<file path="src/rtl/switch_debouncer_if.sv">
// Switch conditioning bundle: raw switch levels in, debounced levels and update pulse out.
// The master side (board/bench) drives switch_in; the debouncer drives the rest.
interface switch_debouncer_if #(
    parameter int WIDTH = 10
);
    logic [WIDTH-1:0] switch_in;
    logic [WIDTH-1:0] switch_out;
    logic             changed;

    modport master (
        output switch_in,
        input  switch_out,
        input  changed
    );

    modport slave (
        input  switch_in,
        output switch_out,
        output changed
    );
endinterface

</file>
<file path="src/rtl/switch_debouncer.sv">
// Two-flop synchroniser plus per-bit stability counter for the board slide switches.
// Outputs are registered; a bit is accepted only after STABLE_CYCLES consecutive differing samples.
module switch_debouncer #(
    parameter int WIDTH         = 10,
    parameter int STABLE_CYCLES = 1_000_000,
    parameter int CNT_W         = 20
) (
    input  logic              clk,
    input  logic              rst_n,
    switch_debouncer_if.slave sw
);
    localparam logic [CNT_W-1:0] CNT_LAST = CNT_W'(STABLE_CYCLES - 1);
    localparam logic [CNT_W-1:0] CNT_ZERO = {CNT_W{1'b0}};
    localparam logic [CNT_W-1:0] CNT_ONE  = {{(CNT_W-1){1'b0}}, 1'b1};

    logic [WIDTH-1:0] sync1_r;
    logic [WIDTH-1:0] sync2_r;
    logic [WIDTH-1:0] switch_out_r;
    logic             changed_r;
    logic [CNT_W-1:0] cnt_r     [WIDTH];

    logic [WIDTH-1:0] out_nxt_s;
    logic [WIDTH-1:0] accept_s;
    logic [CNT_W-1:0] cnt_nxt_s [WIDTH];

    // Per-bit stability decision: any return to the output level clears the count.
    always_comb begin
        out_nxt_s = switch_out_r;
        accept_s  = {WIDTH{1'b0}};
        for (int i = 0; i < WIDTH; i++) begin
            cnt_nxt_s[i] = CNT_ZERO;
            if (sync2_r[i] == switch_out_r[i]) begin
                cnt_nxt_s[i] = CNT_ZERO;
            end else if (cnt_r[i] == CNT_LAST) begin
                out_nxt_s[i] = sync2_r[i];
                accept_s[i]  = 1'b1;
                cnt_nxt_s[i] = CNT_ZERO;
            end else begin
                cnt_nxt_s[i] = cnt_r[i] + CNT_ONE;
            end
        end
    end

    // Synchroniser, counters and registered outputs with synchronous active-low reset.
    always_ff @(posedge clk) begin
        if (!rst_n) begin
            sync1_r      <= {WIDTH{1'b0}};
            sync2_r      <= {WIDTH{1'b0}};
            switch_out_r <= {WIDTH{1'b0}};
            changed_r    <= 1'b0;
            for (int i = 0; i < WIDTH; i++) begin
                cnt_r[i] <= CNT_ZERO;
            end
        end else begin
            sync1_r      <= sw.switch_in;
            sync2_r      <= sync1_r;
            switch_out_r <= out_nxt_s;
            changed_r    <= |accept_s;
            for (int i = 0; i < WIDTH; i++) begin
                cnt_r[i] <= cnt_nxt_s[i];
            end
        end
    end

    assign sw.switch_out = switch_out_r;
    assign sw.changed    = changed_r;
endmodule

</file>
<file path="src/flat_wrapper.sv">
// flat-port wrapper written by rule: the top's interface ports become plain ports
module switch_debouncer_flat 
#(
    parameter int WIDTH         = 10,
    parameter int STABLE_CYCLES = 1_000_000,
    parameter int CNT_W         = 20
)
  (clk, rst_n, sw_switch_in, sw_switch_out, sw_changed);
  switch_debouncer_if #(.WIDTH(WIDTH)) sw_i ();
  input  logic clk;
  input  logic rst_n;
  input wire logic [$bits(sw_i.switch_in)-1:0] sw_switch_in;
  output wire logic [$bits(sw_i.switch_out)-1:0] sw_switch_out;
  output wire logic [$bits(sw_i.changed)-1:0] sw_changed;
  assign sw_i.switch_in = sw_switch_in;
  assign sw_switch_out = sw_i.switch_out;
  assign sw_changed = sw_i.changed;
  switch_debouncer #(.WIDTH(WIDTH), .STABLE_CYCLES(STABLE_CYCLES), .CNT_W(CNT_W)) u_core (.clk(clk), .rst_n(rst_n), .sw(sw_i));
endmodule
</file>
<file path="config.mk">
export PLATFORM = sky130hd
export DESIGN_NAME = switch_debouncer_flat
export DESIGN_NICKNAME = d
export VERILOG_FILES = /design/src/rtl/switch_debouncer_if.sv /design/src/rtl/switch_debouncer.sv /design/src/flat_wrapper.sv
export SDC_FILE = /design/constraint.sdc
export NUM_CORES = 1
export LEC_CHECK = 0
export BUFFER_PORTS_ARGS = -buffer_cell sky130_fd_sc_hd__buf_4
export CORE_ASPECT_RATIO = 0.6
export CORE_MARGIN = 2
export CORE_UTILIZATION = 55
export DETAILED_ROUTE_END_ITERATION = 10
export PLACE_DENSITY = 0.71
export SLEW_MARGIN = 5
export SYNTH_ARGS = -nofsm -noshare
export SYNTH_HDL_FRONTEND = slang
export SYNTH_SLANG_ARGS = --single-unit
export TNS_END_PERCENT = 10
</file>
<file path="constraint.sdc">
create_clock -name clk -period 5.24 [get_ports clk]
set_input_delay 0.262 -clock clk [delete_from_list [all_inputs] [get_ports clk]]
set_output_delay 0.262 -clock clk [all_outputs]
set_load 0.05 [all_outputs]
</file>
; ---- Word level (Yosys, flattened, before mapping)
; Memory sizes are Yosys's and may differ from the RTL's.
; Cells that the tools add are included.
[word_totals]
ff_bits = 31
wordCells = 127
mem_count = 1
ram_bits = 200
out_inout_bits = 11
[mem_list]
columns = memory, depth, width, read_ports, rd_ports_with_merged_regs, wr, line_no
row1 = u_core.cnt_r, 10, 20, 10, 0, 10, switch_debouncer.sv:20  ; logic [CNT_W-1:0] cnt_r [WIDTH];
[op_classes]
eq_ne = 20
addsub = 10
mux = 52
reduce_logical = 11
bitwise_logic = 20
[op_table]
columns = op, n
row1 = 2-to-1 mux 20 bit, 30
row2 = adder 20 x 1 -> 20 bit (second input constant), 10
row3 = equality test 20 bit (second input constant), 10
row4 = 2-to-1 mux 1 bit, 22
row5 = AND reduction 2 bit, 10
row6 = equality test 1 bit, 10
row7 = NOT 1 bit, 10
row8 = OR 1 bit, 10
row9 = OR reduction 10 bit, 1

; ---- Longest topological paths before layout
; Gate-level depths: netlist of run 1.
[depth]
ltp_word = 4
mapped_depth = 7
ltp_nobuf = 6

; ---- Worst setup path before layout of run 1
; OpenSTA, ideal clock, no wires.
[synth_timing]
path_type = register to register
start = mem u_core.cnt_r[6][0]
end = mem u_core.cnt_r[6][11]
stages_incl_launch_ff = 8
path_slack_ns = 3.403
arrival_ns = 1.720
required_ns = 5.123
path_cell_list = dfxtp_1 ha_1 and4_1 nand2_1 nor4_1 nand3b_1 buf_2 nor2_1
[synth_lines]
columns = element, line_no
row1 = start: declaration, switch_debouncer.sv:20

==> results of run 1 <==
==> worst max-delay path, cell delays in order, from the launching register on <==
cell      delay [ns]
dfxtp_1         0.36
ha_1            0.24
and4_1          0.29
nand2_1         0.11
nor4_1          0.54
nand3b_1        0.65
nor2_1          0.12
==> synthesized netlist by cell type <==
master | count | area [µm²]
or4_1 | 4 | 30.03
xnor2_1 | 85 | 744.5
o211ai_2 | 1 | 12.51
or3_1 | 6 | 37.54
nor3b_2 | 1 | 12.51
nor4_1 | 21 | 131.4
or3b_2 | 2 | 17.52
o21ai_0 | 6 | 30.03
or4_4 | 1 | 11.26
nand3b_1 | 8 | 60.06
o2111a_1 | 1 | 11.26
nand4b_1 | 5 | 43.79
buf_6 | 4 | 45.04
nor4bb_1 | 3 | 30.03
nor3b_1 | 2 | 15.01
and2_1 | 32 | 200.2
nand2_1 | 63 | 236.5
nor4_2 | 2 | 25.02
or2_2 | 4 | 25.02
a22oi_1 | 2 | 15.01
nor3_1 | 22 | 110.1
nand3_2 | 2 | 20.02
or4bb_1 | 2 | 22.52
and3_1 | 30 | 187.7
nand4_1 | 34 | 212.7
or4b_2 | 3 | 30.03
and4_1 | 16 | 140.1
a41oi_2 | 1 | 16.27
a21oi_1 | 10 | 50.05
inv_1 | 28 | 105.1
mux2i_1 | 7 | 70.07
ha_1 | 10 | 125.1
nor4b_1 | 5 | 43.79
buf_1 | 1 | 3.750
buf_4 | 2 | 15.01
nand4bb_1 | 2 | 22.52
xor2_1 | 99 | 867.1
buf_2 | 8 | 40.04
dfxtp_1 | 231 | 4624
nand3_1 | 86 | 430.4
or4b_1 | 2 | 20.02
nor2_1 | 235 | 882.1
clkbuf_1 | 16 | 60.06
==> cells by family after synthesis <==
kind of cell	share of synthesized area, %
multiplexers	0.7126
buffers and inverters	2.736
AO/OA/AOI/OAI	1.374
flip-flops	47.03
XOR/XNOR	16.39
AND/OR/NAND/NOR	30.49
adder cells (fa/ha/maj)	1.272
==> sequential cells by signal, indices dropped and copies added (netlist names) <==
name	flops
u_core.sync2_r	10
u_core.sync1_r	10
u_core.sw.switch_out	10
u_core.cnt_r	200
u_core.sw.changed	1
==> path summary, 6_finish.rpt <==
| kind | endpoint | depth (start not counted) |
|---|---|---|
| hold / removal | u_core.sync1_r[7] | 2 |
| hold reg to reg | u_core.sync2_r[7] | 1 |
| setup reg to reg | u_core.cnt_r[6][4] | 6 |
| setup / recovery | u_core.cnt_r[6][4] | 6 |
==> power by group <==
part	internal, µW	leakage [µW]	switching (µW)
combinational	17.2	0.00132	24.6
sequential	1760	0.00186	5.27
clock	955	0.000364	647
==> final cells by class <==
class | instances | area (µm²)
clock buffers | 28 | 601.8
clock inverters | 9 | 123.9
fillers | 1457 | 6361
inverters | 28 | 105.1
multi-input cells | 815 | 4940
flip-flops and latches | 231 | 4624
well taps | 234 | 292.8
repair buffers | 32 | 265.3
==> stage by stage <==
step / area (µm²) / hold WS [ns] / power [µW] / setup slack [ns]
final: 10950 / 0.2004 / 3414 / 2.784
after detailed placement: 10130 / 0.4217 / 1846 / 2.765
after floorplan: 9833 / 0.3893 / 1834 / 3.403
after global placement: 10130 / 0.4233 / 1846 / 2.860
after global routing: 10950 / 0.2050 / 3528 / 2.434
after CTS: 10940 / 0.004722 / 3451 / 2.762
==> layout by cell type, fill, tap and decap left out, drive strengths merged <==
master and count:
nor3b 3, clkinv 5, buf 22, inv 29, or4b 5, and4 16
nand4bb 2, nor4b 5, or2 4, o2111a 1, clkbuf 28, nor2 235
nand2 63, or4bb 2, xnor2 85, mux2i 7, xor2 99, bufinv 3
nor4bb 3, nand4b 5, a22oi 2, or3 6, or3b 2, nand4 34
and3 30, nor3 22, a21oi 10, and2 32, nand3 88, or4 5
a41oi 1, nor4 23, ha 10, o211ai 1, dlygate4sd3 10, o21ai 6
nand3b 8, dfxtp 231
==> repair_timing <==
item,in CTS,in global routing
setup endpoints to repair,0,0
hold buffers,9,1
gates resized for setup,0,0
hold endpoints to repair,9,1
setup buffers,0,0
==> metal layers <==
layer | wire (µm) | share of wire (%)
met3 | 521 | 2.9
met4 | 279 | 1.6
met2 | 6969 | 39
met5 | 0 | 0
met1 | 10060 | 56
==> impl_metrics.tcl, run 1 <==
set metrics [dict create \
    irDropWorstVdd_mv 0.2161 \
    endpoint_kind "register" \
    grt_pass1_wl_um 30630 \
    cts_made_buffers 21 \
    grt_max_degree 32 \
    cts_root_buf "clkbuf_16" \
    vias 7143 \
    die_height_um 107.6 \
    drv_cap 0 \
    clock.fmax_ghz 0.4072 \
    numPlacedInstances 1330 \
    clock-sinks 231 \
    crit_arrival_ns 2.80 \
    routedWlPerCell_um 12.95 \
    grt.overflow.total 0 \
    core_mm2 0.01731 \
    met1_usage_pct 30.02 \
    busiest_layer "met1" \
    nets 1151 \
    hold_viol_final 0 \
    powerDensity_mw_per_mm2 311.7 \
    hold_class "in2reg" \
    grt_pass1_vias 6438 \
    leakage_uw 0.003551 \
    cp_data_required_time_ns 5.59 \
    antenna_found_initial 0 \
    syn_inst 1105 \
    min_period_ns 2.456 \
    area_growth_pct 11.39 \
    synth_nets 1127 \
    clk_pin_slew_worst_paths_ns 0.06 \
    min_from "rst_n" \
    path_max_fanout 20 \
    status "completed" \
    ant_nets 0 \
    antenna_cells 0 \
    drc 0 \
    final_util_pct 63.26 \
    setup_tns_ns 0 \
    timing.final.crit_share_pct 46.86 \
    wl_um 17830 \
    netlist_area_mm2 0.009833 \
    path_class "reg2reg" \
    die_area_mm2 0.01900 \
    final_cells 1377 \
    start_util_pct 56.79 \
    slew_violations 0 \
    ys_seq_area_share_pct 47.03 \
    die_w_um 176.6 \
    start_kind "register" \
    grt_util_met2_pct 27.48 \
    firstDrtPassIters 5 \
    layout-drive-gt1-share_pct 6.474 \
    hpwl_um 12020 \
    clock_skew_ns 0.01141 \
    finalSetupViolCount 0 \
    r2r_slack_ns 2.78 \
    synthDistinctLibCells 43 \
    met3_usage_pct 3.213 \
    htreeDepth 1 \
    startpoint "u_core.cnt_r[6][0]" \
    place.gp.congestion 0.8234 \
    yosys_register_bits 231 \
    rsz0062_at_grt "no" \
    insertion_delay_ns 0.50 \
    portBuffers 22 \
    grtUsageTotal_pct 19.20 \
    cts_buffer_depth 3 \
    relSlewSlack_pct 37.38 \
    ioPinCount 23 \
    syn_avg_cell_area_um2 8.899 \
    drt-initial-drc-count 445 \
    worst_pin_slew_ns 0.9307 \
    worstReg2RegStart "u_core.cnt_r[6][0]" \
    fp-row-count 37 \
    cts_tree "done" \
    synth_warnings 0 \
    vias_per_cell 5.187 \
]
(Power assumes the default switching activity.)
==> run 2, diff against run 1 <==
--- a/config.mk
+++ b/config.mk
@@ -10,7 +10,7 @@
 export CORE_MARGIN = 2
 export CORE_UTILIZATION = 55
 export DETAILED_ROUTE_END_ITERATION = 10
-export PLACE_DENSITY = 0.71
+export PLACE_DENSITY = 0.74
 export SLEW_MARGIN = 5
 export SYNTH_ARGS = -nofsm -noshare
 export SYNTH_HDL_FRONTEND = slang
==> constraint.sdc (replaced) <==
create_clock -name clk -period 2.14 [get_ports clk]
set_input_delay 0.107 -clock clk [delete_from_list [all_inputs] [get_ports clk]]
set_output_delay 0.107 -clock clk [all_outputs]
set_load 0.05 [all_outputs]
==> impl_metrics.tcl, run 2 (same netlist as run 1, synthesis figures left out) <==
set metrics [dict create \
    setup_tns_ns 0 \
    vias_per_cell 5.210 \
    clock.fmax_ghz 0.4912 \
    clock_skew_ns 0.008340 \
    startpoint "u_core.cnt_r[7][11]" \
    drv_cap 0 \
    htreeDepth 1 \
    cts_tree "done" \
    path_class "reg2reg" \
    timing.final.crit_share_pct 95.14 \
    vias 7331 \
    grt.overflow.total 0 \
    hold_class "in2reg" \
    grt_pass1_wl_um 32230 \
    clk_pin_slew_worst_paths_ns 0.06 \
    hold_path_end "u_core.sync2_r[4]" \
    postCtsSetupBuffers 0 \
    irDropWorstVdd_mv 0.5408 \
    fillers 1432 \
    cts_buffer_depth 3 \
    cts_root_buf "clkbuf_16" \
    die_area_mm2 0.01900 \
    final_cell_mix "nor2_1 (235), dfxtp_1 (231), xor2_1 (99)" \
    drt-initial-drc-count 474 \
    finalSetupViolCount 0 \
    worstReg2RegStart "u_core.cnt_r[7][11]" \
    min_from "rst_n" \
    status "completed" \
    cp_data_required_time_ns 2.54 \
    firstDrtPassIters 4 \
    crit_arrival_ns 2.43 \
    slew_violations 0 \
    path_max_fanout 20 \
    fp-row-count 37 \
    routedWlPerCell_um 13.22 \
    drc 0 \
    insertion_delay_ns 0.50 \
    hold_depth 2 \
    start_util_pct 56.79 \
    ant_nets 0 \
    powerDensity_mw_per_mm2 738.7 \
    grtUsageTotal_pct 20.37 \
    antenna_cells 0 \
    grt_max_degree 32 \
    grt_pass1_vias 6676 \
    cts_made_buffers 22 \
    top_register "u_core.cnt_r" \
    start_kind "register" \
    die_height_um 107.6 \
    hpwl_um 12750 \
    dp_slack_ns 0.1355 \
    nets 1180 \
    min_period_ns 2.036 \
    layout_setup_ws_ns 0.1040 \
    endpoint_kind "register" \
    multi_input_area_mm2 0.004946 \
    leakage_uw 0.003731 \
    relSlewSlack_pct 64.80 \
    hold_slack_ns 0.03734 \
    portBuffers 22 \
    clock-sinks 231 \
    core_mm2 0.01731 \
    rsz0062_at_grt "no" \
    ioPinCount 23 \
    final_util_pct 65.10 \
    reg2reg_to "u_core.cnt_r[7][8]" \
    hold_viol_final 0 \
    seq_area_mm2 0.004624 \
    worst_pin_slew_ns 0.5240 \
    final_common_cell "nor2_1" \
    reg2reg_depth 6 \
    r2r_slack_ns 0.10 \
    die_w_um 176.6 \
    area_growth_pct 14.63 \
    largest_reg_flops 200 \
    wl_um 18600 \
    antenna_found_initial 0 \
    place.gp.congestion 0.8114 \
    layout-drive-gt1-share_pct 8.781 \
]
-- run 2: cell count changes in the layout (fill, tap and decap cells not counted), sizes merged --
cell	before	now
clkbuf	28	32
buf	22	50
bufinv	3	1
clkinv	5	3
clkinvlp	0	2
-- run 2: where the power goes --
part	internal (µW)	total, µW	switching, µW	leakage (µW)
registers	4320	4340	13.0	0.00186
logic	58.0	122	64.1	0.00151
clock network	2260	3870	1610	0.000355
-- run 2: per-layer routing --
| metal | vias up | part of all wire (%) | GRT usage [%] |
|---|---|---|---|
| met3 | 24 | 3.7 | 3.566 |
| met2 | 103 | 40 | 29.32 |
| li1 | 3827 | - | - |
| met5 | - | 0 | 0 |
| met4 | 0 | 1.7 | 4.723 |
| met1 | 3377 | 55 | 31.38 |
-- run 2: how the worst max path moves through the flow --
stage                           to  slack (ns)  depth (start not counted)
2_1_floorplan  u_core.cnt_r[6][11]        0.30                          7
3_3_place_gp   u_core.cnt_r[6][17]        0.09                          8
3_5_place_dp   u_core.cnt_r[7][19]        0.14                          6
4_1_cts        u_core.cnt_r[7][19]        0.12                          6
5_1_grt         u_core.cnt_r[0][5]        0.01                          6
6_report        u_core.cnt_r[7][8]        0.10                          6
-- run 2: through the flow --
stage	power (µW)	cells	cell area [µm²]
finish	8327	1407	11270
global route	8583	1407	11270
CTS	8419	1407	11270
detailed placement	4539	1358	10440
global placement	4537	1358	10440
floorplan	4492	1105	9833
-- run 2: area by class of cell --
class	count	area share, %
inverters	28	0.9324
multi-input cells	815	43.88
repair buffers	60	5.106
well taps	234	2.597
clock inverters	7	0.6105
flip-flops and latches	231	41.03
clock buffers	32	5.850
-- run 2: what timing repair did --
action,4_1_cts,5_1_grt
setup endpoints to repair,0,20
hold buffers,10,0
gates resized for setup,0,1
hold endpoints to repair,10,0
-- run 2: critical path: stages, from the launching register on --
cell     delay (ns)
dfxtp_1        0.33
or4b_2         0.68
nor4_2         0.43
nand2_1        0.15
nand3_2        0.12
buf_12         0.15
nor2_1         0.06
==> run 3, diff against run 2 <==
--- a/config.mk
+++ b/config.mk
@@ -6,7 +6,7 @@
 export NUM_CORES = 1
 export LEC_CHECK = 0
 export BUFFER_PORTS_ARGS = -buffer_cell sky130_fd_sc_hd__buf_4
-export CORE_ASPECT_RATIO = 0.6
+export CORE_ASPECT_RATIO = 1.75
 export CORE_MARGIN = 2
 export CORE_UTILIZATION = 55
 export DETAILED_ROUTE_END_ITERATION = 10
==> impl_metrics.tcl, run 3 (same netlist as run 1, synthesis figures left out) <==
set metrics [dict create \
    layout_setup_ws_ns 0.08862 \
    cpMaxStageDelayCell "or4bb_1" \
    setup_tns_ns 0 \
    drv_cap 0 \
    htreeDepth 1 \
    hpwl_um 12640 \
    portBuffers 22 \
    grt_max_degree 32 \
    ioPinCount 23 \
    nets 1186 \
    worst_pin_slew_ns 0.5284 \
    ant_nets 0 \
    clk_pin_slew_worst_paths_ns 0.06 \
    layout-drive-gt1-share_pct 8.681 \
    path_max_fanout 20 \
    status "completed" \
    crit_path_max_incr_delay_ns 0.53 \
    start_kind "register" \
    drt-initial-drc-count 179 \
    cp_data_required_time_ns 2.52 \
    grt.overflow.total 0 \
    antenna_cells 0 \
    firstDrtPassIters 5 \
    powerDensity_mw_per_mm2 716.9 \
    die_area_mm2 0.01901 \
    hold_class "in2reg" \
    final_cell_mix "nor2_1 (235), dfxtp_1 (231), xor2_1 (99)" \
    endpoint_kind "register" \
    clock.fmax_ghz 0.4875 \
    start_util_pct 56.07 \
    antenna_found_initial 0 \
    top_register "u_core.cnt_r" \
    crit_arrival_ns 2.43 \
    fp-row-count 64 \
    cts_made_buffers 21 \
    largest_reg_flops 200 \
    grtUsageTotal_pct 19.57 \
    grt_pass1_wl_um 32150 \
    vias_per_cell 5.257 \
    grt_pass1_vias 7475 \
    finalSetupViolCount 0 \
    slew_violations 0 \
    leakage_uw 0.003742 \
    fillers 1463 \
    postCtsSetupBuffers 0 \
    final_common_cell "nor2_1" \
    wl_um 18060 \
    clock-sinks 231 \
    insertion_delay_ns 0.49 \
    core_mm2 0.01754 \
    die_w_um 105.1 \
    crit_chain "or4bb_1 > nor4_1 > buf_4 > and2_1 > nand3b_1 > buf_12 > nor2_1" \
    clock_skew_ns 0.009430 \
    hold_viol_final 0 \
    cts_tree "done" \
    area_growth_pct 14.25 \
    place.gp.congestion 0.8477 \
    relSlewSlack_pct 64.50 \
    cts_root_buf "clkbuf_16" \
    seq_area_mm2 0.004624 \
    cts_buffer_depth 3 \
    timing.final.crit_share_pct 95.86 \
    multi_input_area_mm2 0.004956 \
    path_class "reg2reg" \
    drc 0 \
    rsz0062_at_grt "no" \
    routedWlPerCell_um 12.85 \
    dp_slack_ns 0.1005 \
    die_height_um 180.9 \
    min_period_ns 2.051 \
    irDropWorstVdd_mv 0.7391 \
    vias 7391 \
]
==> run 3: cell count changes in the layout (fill, tap and decap cells not counted) <==
cell,previous run,this run
nor4_4,0,1
nand3_2,2,1
nor4_1,20,21
nor4_2,3,1
nand3_4,0,1
inv_6,1,0
clkbuf_1,4,6
bufinv_16,1,2
buf_12,8,7
clkinvlp_4,2,1
clkbuf_16,23,21
clkbuf_8,5,1
buf_4,42,50
==> run 3: through the flow <==
stage          utilization [%]  power (µW)  cell area (µm²)  instances  hold slack, ns
2_1_floorplan                -        4492             9833       1105          0.2343
3_3_place_gp             59.72        4533            10470       1362          0.3168
3_5_place_dp             59.72        4534            10470       1362          0.3176
4_1_cts                  63.97        8156            11220       1406         0.03478
5_1_grt                  64.06        8332            11230       1406         0.05800
6_report                 64.06        8053            11230       1406         0.04583
==> run 3: worst max-delay path: cells and delay by family (launching register included) <==
| kind | cells | cell delay (ns) |
|---|---|---|
| buffers and inverters | 2 | 0.35 |
| DFF | 1 | 0.35 |
| and+or+nand+nor | 5 | 1.24 |
==> run 3: layout make-up <==
class                   count  area share (%)
clock inverters             6          0.7351
flip-flops and latches    231           41.16
inverters                  28          0.9355
multi-input cells         815           44.11
clock buffers              28           5.001
repair buffers             67           5.479
well taps                 231           2.573
==> run 3: report_power, final <==
group | leakage (µW) | switching [µW] | internal, µW | total, µW
logic | 0.00156 | 61.3 | 56.5 | 118
registers | 0.00186 | 12.8 | 4320 | 4330
clock network | 0.000313 | 1520 | 2080 | 3600
==> run 3: routing by layer <==
metal  vias to the layer above  global-route usage (%)  part of all wire [%]
met1                      3451                   21.62                    41
met4                         0                   7.253                   3.0
met3                        42                   2.706                   2.9
met2                        80                   37.30                    53
met5                         -                       0                     0
li1                       3818                       -                     -
==> run 3: what timing repair did <==
action | CTS | global route
resized for setup | 0 | 2
hold buffers | 10 | 0
hold endpoints to repair | 10 | 0
setup endpoints to repair | 0 | 21
==> run 3: path summary, 6_finish.rpt <==
| kind | cells past startpoint | from | slack (ns) | endpoint |
|---|---|---|---|---|
| max reg2reg | 7 | u_core.cnt_r[4][10] | 0.09 | u_core.cnt_r[4][15] |
| min reg2reg | 1 | u_core.sync1_r[2] | 0.43 | u_core.sync2_r[2] |
| min | 2 | rst_n | 0.05 | u_core.sync1_r[5] |
| max | 7 | u_core.cnt_r[4][10] | 0.09 | u_core.cnt_r[4][15] |
